$ cat src/rtl/count_seg_pkg.sv
// count_seg_pkg: shared widths, segment bit order and hex font for the count display
package count_seg_pkg;
  localparam int COUNT_W = 4;
  localparam int DP_STRETCH_DEF = 8;
  localparam int SEG_A = 0;
  localparam int SEG_B = 1;
  localparam int SEG_C = 2;
  localparam int SEG_D = 3;
  localparam int SEG_E = 4;
  localparam int SEG_F = 5;
  localparam int SEG_G = 6;
  localparam logic [15:0][6:0] SEG_TABLE = {
    7'h71, 7'h79, 7'h5E, 7'h39, 7'h7C, 7'h77, 7'h6F, 7'h7F,
    7'h07, 7'h7D, 7'h6D, 7'h66, 7'h4F, 7'h5B, 7'h06, 7'h3F
  };
endpackage

$ cat src/rtl/count_seg_if.sv
// count_seg_if: count input, display controls and display outputs of count_seg_driver
interface count_seg_if;
  import count_seg_pkg::*;
  logic [COUNT_W-1:0] count_in;
  logic               hold;
  logic               sel;
  logic               clear;
  logic [6:0]         seg_out;
  logic               dp_out;
  logic [COUNT_W-1:0] wrap_cnt;
  modport master (output count_in, hold, sel, clear, input seg_out, dp_out, wrap_cnt);
  modport slave  (input count_in, hold, sel, clear, output seg_out, dp_out, wrap_cnt);
endinterface

$ cat src/rtl/hex_to_seg7.sv
// hex_to_seg7: combinational hex-font decode, output order {g,f,e,d,c,b,a}, active-high
module hex_to_seg7
  import count_seg_pkg::*;
(
  input  logic [COUNT_W-1:0] i_hex,
  output logic [6:0]         o_seg
);
  logic [6:0] w_row;
  // table lookup, then place each segment at its named bit position
  always_comb begin
    w_row = SEG_TABLE[i_hex];
    o_seg = {w_row[SEG_G], w_row[SEG_F], w_row[SEG_E], w_row[SEG_D],
             w_row[SEG_C], w_row[SEG_B], w_row[SEG_A]};
  end
endmodule

$ cat src/rtl/count_seg_driver.sv
// count_seg_driver: samples a 4-bit count, drives a 7-seg digit and a stretched wrap indicator
// Optional wrap detection / wrap counter / dp pulse / sel / clear under COUNT_SEG_WRAP_EN.
module count_seg_driver
  import count_seg_pkg::*;
#(
  parameter int DP_STRETCH = DP_STRETCH_DEF
) (
  input  logic        clk,
  input  logic        rst_n,
  count_seg_if.slave  bus
);
  localparam logic [7:0] DP_LOAD = 8'(DP_STRETCH);
  logic [COUNT_W-1:0] r_cnt;
  logic [COUNT_W-1:0] r_prev;
  logic [6:0]         r_seg;
  logic [COUNT_W-1:0] w_disp;
  logic [6:0]         w_seg;
  // sample the count and keep the previous sample; both freeze while hold is high
  always_ff @(posedge clk or negedge rst_n) begin
    if (!rst_n) begin
      r_cnt  <= '0;
      r_prev <= '0;
    end else if (!bus.hold) begin
      r_prev <= r_cnt;
      r_cnt  <= bus.count_in;
    end
  end
  hex_to_seg7 u_dec (
    .i_hex (w_disp),
    .o_seg (w_seg)
  );
  // register the decoded digit so seg_out trails its source by one edge
  always_ff @(posedge clk or negedge rst_n) begin
    if (!rst_n) r_seg <= '0;
    else        r_seg <= w_seg;
  end
  assign bus.seg_out = r_seg;
`ifdef COUNT_SEG_WRAP_EN
  logic [COUNT_W-1:0] r_wrap;
  logic [7:0]         r_timer;
  logic               w_wrap;
  // a wrap is an F followed by 0 in the sample pair, seen on an edge that takes a new sample
  always_comb w_wrap = !bus.hold && r_prev == 4'hF && r_cnt == 4'h0;
  // wrap counter and retriggerable dp timer; clear overrides a same-edge wrap
  always_ff @(posedge clk or negedge rst_n) begin
    if (!rst_n) begin
      r_wrap  <= '0;
      r_timer <= '0;
    end else if (bus.clear) begin
      r_wrap  <= '0;
      r_timer <= '0;
    end else begin
      r_wrap  <= w_wrap ? r_wrap + 4'd1 : r_wrap;
      r_timer <= w_wrap ? DP_LOAD : r_timer - {7'b0, |r_timer};
    end
  end
  assign w_disp       = bus.sel ? r_wrap : r_cnt;
  assign bus.wrap_cnt = r_wrap;
  assign bus.dp_out   = r_timer != 8'd0;
`else
  logic w_unused;
  assign w_unused     = ^{bus.sel, bus.clear, r_prev, DP_LOAD};
  assign w_disp       = r_cnt;
  assign bus.wrap_cnt = '0;
  assign bus.dp_out   = 1'b0;
`endif
endmodule

$ cat src/flat_wrapper.sv
// flat-port wrapper written by rule: the top's interface ports become plain ports
module count_seg_driver_flat import count_seg_pkg::*;
#(
  parameter int DP_STRETCH = DP_STRETCH_DEF
)
  (clk, rst_n, bus_count_in, bus_hold, bus_sel, bus_clear, bus_seg_out, bus_dp_out, bus_wrap_cnt);
  count_seg_if bus_i ();
  input  logic clk;
  input  logic rst_n;
  input wire logic [$bits(bus_i.count_in)-1:0] bus_count_in;
  input wire logic [$bits(bus_i.hold)-1:0] bus_hold;
  input wire logic [$bits(bus_i.sel)-1:0] bus_sel;
  input wire logic [$bits(bus_i.clear)-1:0] bus_clear;
  output wire logic [$bits(bus_i.seg_out)-1:0] bus_seg_out;
  output wire logic [$bits(bus_i.dp_out)-1:0] bus_dp_out;
  output wire logic [$bits(bus_i.wrap_cnt)-1:0] bus_wrap_cnt;
  assign bus_i.count_in = bus_count_in;
  assign bus_i.hold = bus_hold;
  assign bus_i.sel = bus_sel;
  assign bus_i.clear = bus_clear;
  assign bus_seg_out = bus_i.seg_out;
  assign bus_dp_out = bus_i.dp_out;
  assign bus_wrap_cnt = bus_i.wrap_cnt;
  count_seg_driver #(.DP_STRETCH(DP_STRETCH)) u_core (.clk(clk), .rst_n(rst_n), .bus(bus_i));
endmodule
$ cat config.mk
export PLATFORM = sky130hd
export DESIGN_NAME = count_seg_driver_flat
export DESIGN_NICKNAME = d
export VERILOG_FILES = /design/src/rtl/count_seg_pkg.sv /design/src/rtl/count_seg_if.sv /design/src/rtl/hex_to_seg7.sv /design/src/rtl/count_seg_driver.sv /design/src/flat_wrapper.sv
export SDC_FILE = /design/constraint.sdc
export NUM_CORES = 1
export LEC_CHECK = 0
export ABC_CLOCK_PERIOD_IN_PS = 2300
export CAP_MARGIN = 20
export CORE_MARGIN = 8
export CORE_UTILIZATION = 47
export CTS_CLUSTER_SIZE = 14
export DETAILED_ROUTE_END_ITERATION = 16
export GPL_TIMING_DRIVEN = 0
export PLACE_DENSITY_LB_ADDON = 0.08
export SYNTH_ARGS = -nofsm -noshare
export SYNTH_HDL_FRONTEND = slang
export SYNTH_SLANG_ARGS = --single-unit
$ cat constraint.sdc
create_clock -name clk -period 2.3 [get_ports clk]
set_input_delay 0.46 -clock clk [delete_from_list [all_inputs] [get_ports clk]]
set_output_delay 0.46 -clock clk [all_outputs]
set_load 0.02 [all_outputs]
# Word level (Yosys, flattened, before mapping)
# Memories as Yosys holds them, arrays and structs flattened. A register that Yosys moved wholly into a read port is not among the register bits.
# Cells that the tools add are included.
[classes]
n_reduce_logical = 1
[ops]
columns = ["cell", "count"]
rows = [
  ["$logic_not A1 Y1", 1],
]
[word_totals]
out_inout_bits = 12
n_memories = 1
mem_bits_ro = 112
register_bits = 4
word_cells = 3
inputBits = 9
[mem_list]
columns = ["name", "words", "word_bits", "read_ports", "rd_clocked_by_memory_dff", "write_ports", "line", "source"]
rows = [
  ["(no name shown)", 16, 7, 1, 1, 0, "hex_to_seg7.sv:11", "w_row = SEG_TABLE[i_hex];"],
]

# Logic depth before layout (Yosys ltp)
[depth]
depth_word = 1
mapped_depth = 4
ltp_nobuf = 4

# Hierarchy
# From an unflattened synthesis, not the netlist that was laid out.
[unflattened]
cells_unflattened = 54
hier_area_um2 = 649.4
[modules_own_cells]
columns = ["mod", "instances", "cells_each", "area_per_inst_um2", "seq_area_each_um2"]
rows = [
  ["count_seg_driver", 1, 21, 361.6, 275.3],
  ["hex_to_seg7", 1, 33, 287.8, 0.0],
]

# Least setup slack after synthesis
# OpenSTA, ideal clock, no wires.
[synth_path]
path_type = "register -> register"
start = "register u_core.r_cnt[1]"
end = "register u_core.r_seg[3] (netlist: u_core.bus.seg_out[3])"
arrival_time_ns = 1.203
period_less_slack_ns = 1.341
setup_slack_ns = 0.959
path_stages_with_launch = 5
n_path_buf = 0
setup_ns = 0.138
required_ns = 2.162
cell_sequence = "dfrtp_1 inv_1 ha_1 inv_1 mux4_2"
[synth_lines]
columns = ["item", "line", "source"]
rows = [
  ["start: declaration", "count_seg_driver.sv:13", "logic [COUNT_W-1:0] r_cnt;"],
  ["start signal: assignment", "count_seg_driver.sv:25", "r_cnt <= bus.count_in;"],
  ["end: declaration", "count_seg_driver.sv:15", "logic [6:0] r_seg;"],
]

# Final worst setup path
[layout_path]
start = "register u_core.r_seg[3] (netlist: u_core.bus.seg_out[3])"
end = "output port bus_seg_out[3]"
[layout_lines]
columns = ["item", "line", "source"]
rows = [
  ["end: declaration", "flat_wrapper.sv:14", "output wire logic [$bits(bus_i.seg_out)-1:0] bus_seg_out;"],
]
# No word-level cell between the ends.

==> flow_summary.toml <==
[run_status]
outcome = "complete, no violations"

[global_routing]
antenna_found_initial = 0
grt.overflow.total = 0
grt_max_degree = 12
grt_first_pass_wirelength_um = 1849
grt_pass1_vias = 464
grt_usage_pct = 8.854

[sta]
fin_ws_ns = 0.6575
whs_ns = 0.5152
hold_viol = 0
period_minus_slack_ns = 1.642
drv_slew = 0
max_freq_mhz = 608.8
min_period_over_period_pct = 71.41
rsz0062_at_grt = "false"
fin_setup_tns_ns = 0
finalSetupViolations = 0
finClkSkew_ns = 0.001932

[clock_tree]
cts_buffers = 3
clockBufferDepth = 2
insertion_delay_ns = 0.26
root_buffer = "clkbuf_4"
cts_tree = "built"
clock_sinks = 11
cts_max_level = 1
cts_resized = 0
clk_pin_slew_ns = 0.07
hold_buffers = 0
postCtsSetupBuffers = 0

[setup_path]
worst-endpoint-required_ns = 1.84
slowest_stage = "clkdlybuf4s50_1"
crit_fanout = 1
crit_buf_inv = 1
crit_family = "buffers and inverters"
worst-setup-path-type = "reg2out"
max_stage_delay_ns = 0.60
path_cells = "clkdlybuf4s50_1"
critPathArrivalTime_ns = 1.18
start_kind = "flip-flop"
endpoint_kind = "output pin"

[placement]
place_congestion = 0.8246
place_ws_ns = 0.8003
dpl.hpwl_um = 846.7
port_buffers = 13

[die]
die_w_um = 53.03
dieArea_um2 = 2812
start_util_pct = 50.15
io_pins = 21
coreArea_um2 = 1285
die_y_um = 53.03
rows = 13

[final_layout]
num-nets-final = 92
layout_commonest_cell = "clkdlybuf4s50_1"
syn_to_final_growth_pct = 29.51
drive_above_1_share_pct = 25.33
nFillCells = 121
final_cell_mix = "clkdlybuf4s50_1 (13), dfrtp_1 (11), mux2_2 (7), ha_1 (7), buf_4 (6)"
diodes = 0

[logic_synthesis]
syn_area_um2 = 644.4
ys_ff_latch = 11
synth.avg_cell_area_um2 = 11.93
postSynthCellCount = 54
ys.warnings.count = 0
yosysSeqAreaShare_pct = 42.72
synthDistinctLibCells = 19

[detailed_routing]
wirelength_um = 1031
drtAntennaViolNets = 0
first_pass_iters = 2
vias = 427
routedWlPerCell_um = 11.46
drc = 0
drt_iter0_drc = 8
viasPerCell = 4.744

[run]
cap_violations = 0

[power]
max-vdd-ir-drop_mv = 0.3238
fin_total_pwr_mw = 0.5491
p_per_area_nw_per_um2 = 658.0
cellLeakagePower_nw = 0.3905

[min_path]
min_path_type = "in2async"
[cell usage after synthesis]
library cell | number | share of area, %
inv_1 | 5 | 2.9
o31ai_1 | 1 | 1.2
dfrtp_1 | 11 | 43
mux2i_1 | 2 | 3.1
ha_1 | 7 | 14
buf_6 | 1 | 1.7
a22oi_1 | 2 | 2.3
a21oi_1 | 1 | 0.78
a21o_1 | 1 | 1.2
mux2_2 | 7 | 12
nor2b_1 | 2 | 1.9
mux4_2 | 1 | 3.5
nor3_1 | 1 | 0.78
nand2b_1 | 1 | 0.97
inv_4 | 1 | 0.97
a32oi_1 | 1 | 1.4
buf_4 | 6 | 7.0
nor2_1 | 2 | 1.2
conb_1 | 1 | 0.58
[metrics by stage]
stage | area, um2 | utilization (%) | cells
after detailed placement | 808.3 | 62.90 | 86
after global placement | 808.3 | 62.90 | 86
final | 834.6 | 64.95 | 90
after global routing | 834.6 | 64.95 | 90
after CTS | 834.6 | 64.95 | 90
after floorplan | 659.4 | - | 58
[registers in the layout (all words and copies together) (netlist names)]
signal,cells
u_core.r_cnt,4
u_core.bus.seg_out,7
[cells by family after synthesis]
kind of cell	count (synthesis)	synth area share [%]
adders and majority gates	7	13.59
muxes	10	18.84
DFF	11	42.72
and+or+nand+nor	6	4.854
other	1	0.5820
buffers and inverters	13	12.62
AOI/OAI and AO/OA	6	6.796
[layout make-up]
type / instances / area [um2] / share of cell area [%]
plain buffers: 7 / 56.30 / 6.747
multi-input cells: 34 / 302.8 / 36.28
well taps: 15 / 18.77 / 2.249
flip-flops and latches: 11 / 275.3 / 32.98
repair buffers: 13 / 130.1 / 15.59
clock buffers: 4 / 26.28 / 3.148
inverters: 6 / 25.02 / 2.999
[worst paths after layout]
kind	startpoint	endpoint	slack [ns]	depth (start not counted)
hold / removal	rst_n	u_core.bus.seg_out[5]	0.52	1
min in group clk	u_core.r_cnt[2]	u_core.bus.seg_out[5]	0.59	2
hold reg to reg	u_core.r_cnt[2]	u_core.bus.seg_out[5]	0.59	2
setup / recovery	u_core.bus.seg_out[3]	bus_seg_out[3]	0.66	1
max in group asynchronous	rst_n	u_core.r_cnt[3]	1.46	1
setup reg to reg	u_core.r_cnt[0]	u_core.bus.seg_out[3]	0.86	3
[routing by layer]
metal / GRT usage (%) / share of wire [%] / wire, um
met2: 13.87 / 49 / 510
met3: 3.922 / 9.7 / 100
met5: 0 / 0 / 0
met1: 8.972 / 41 / 420
met4: 6.897 / 0 / 0
[power by group]
part	internal (mW)	leakage (nW)	switching (mW)	total, mW
clock network	0.0670	0.0150	0.0621	0.129
registers	0.221	0.121	0.0117	0.232
logic	0.0973	0.255	0.0904	0.188
total	0.385	0.391	0.164	0.549
Note: power is estimated with default switching activity, not from simulation.
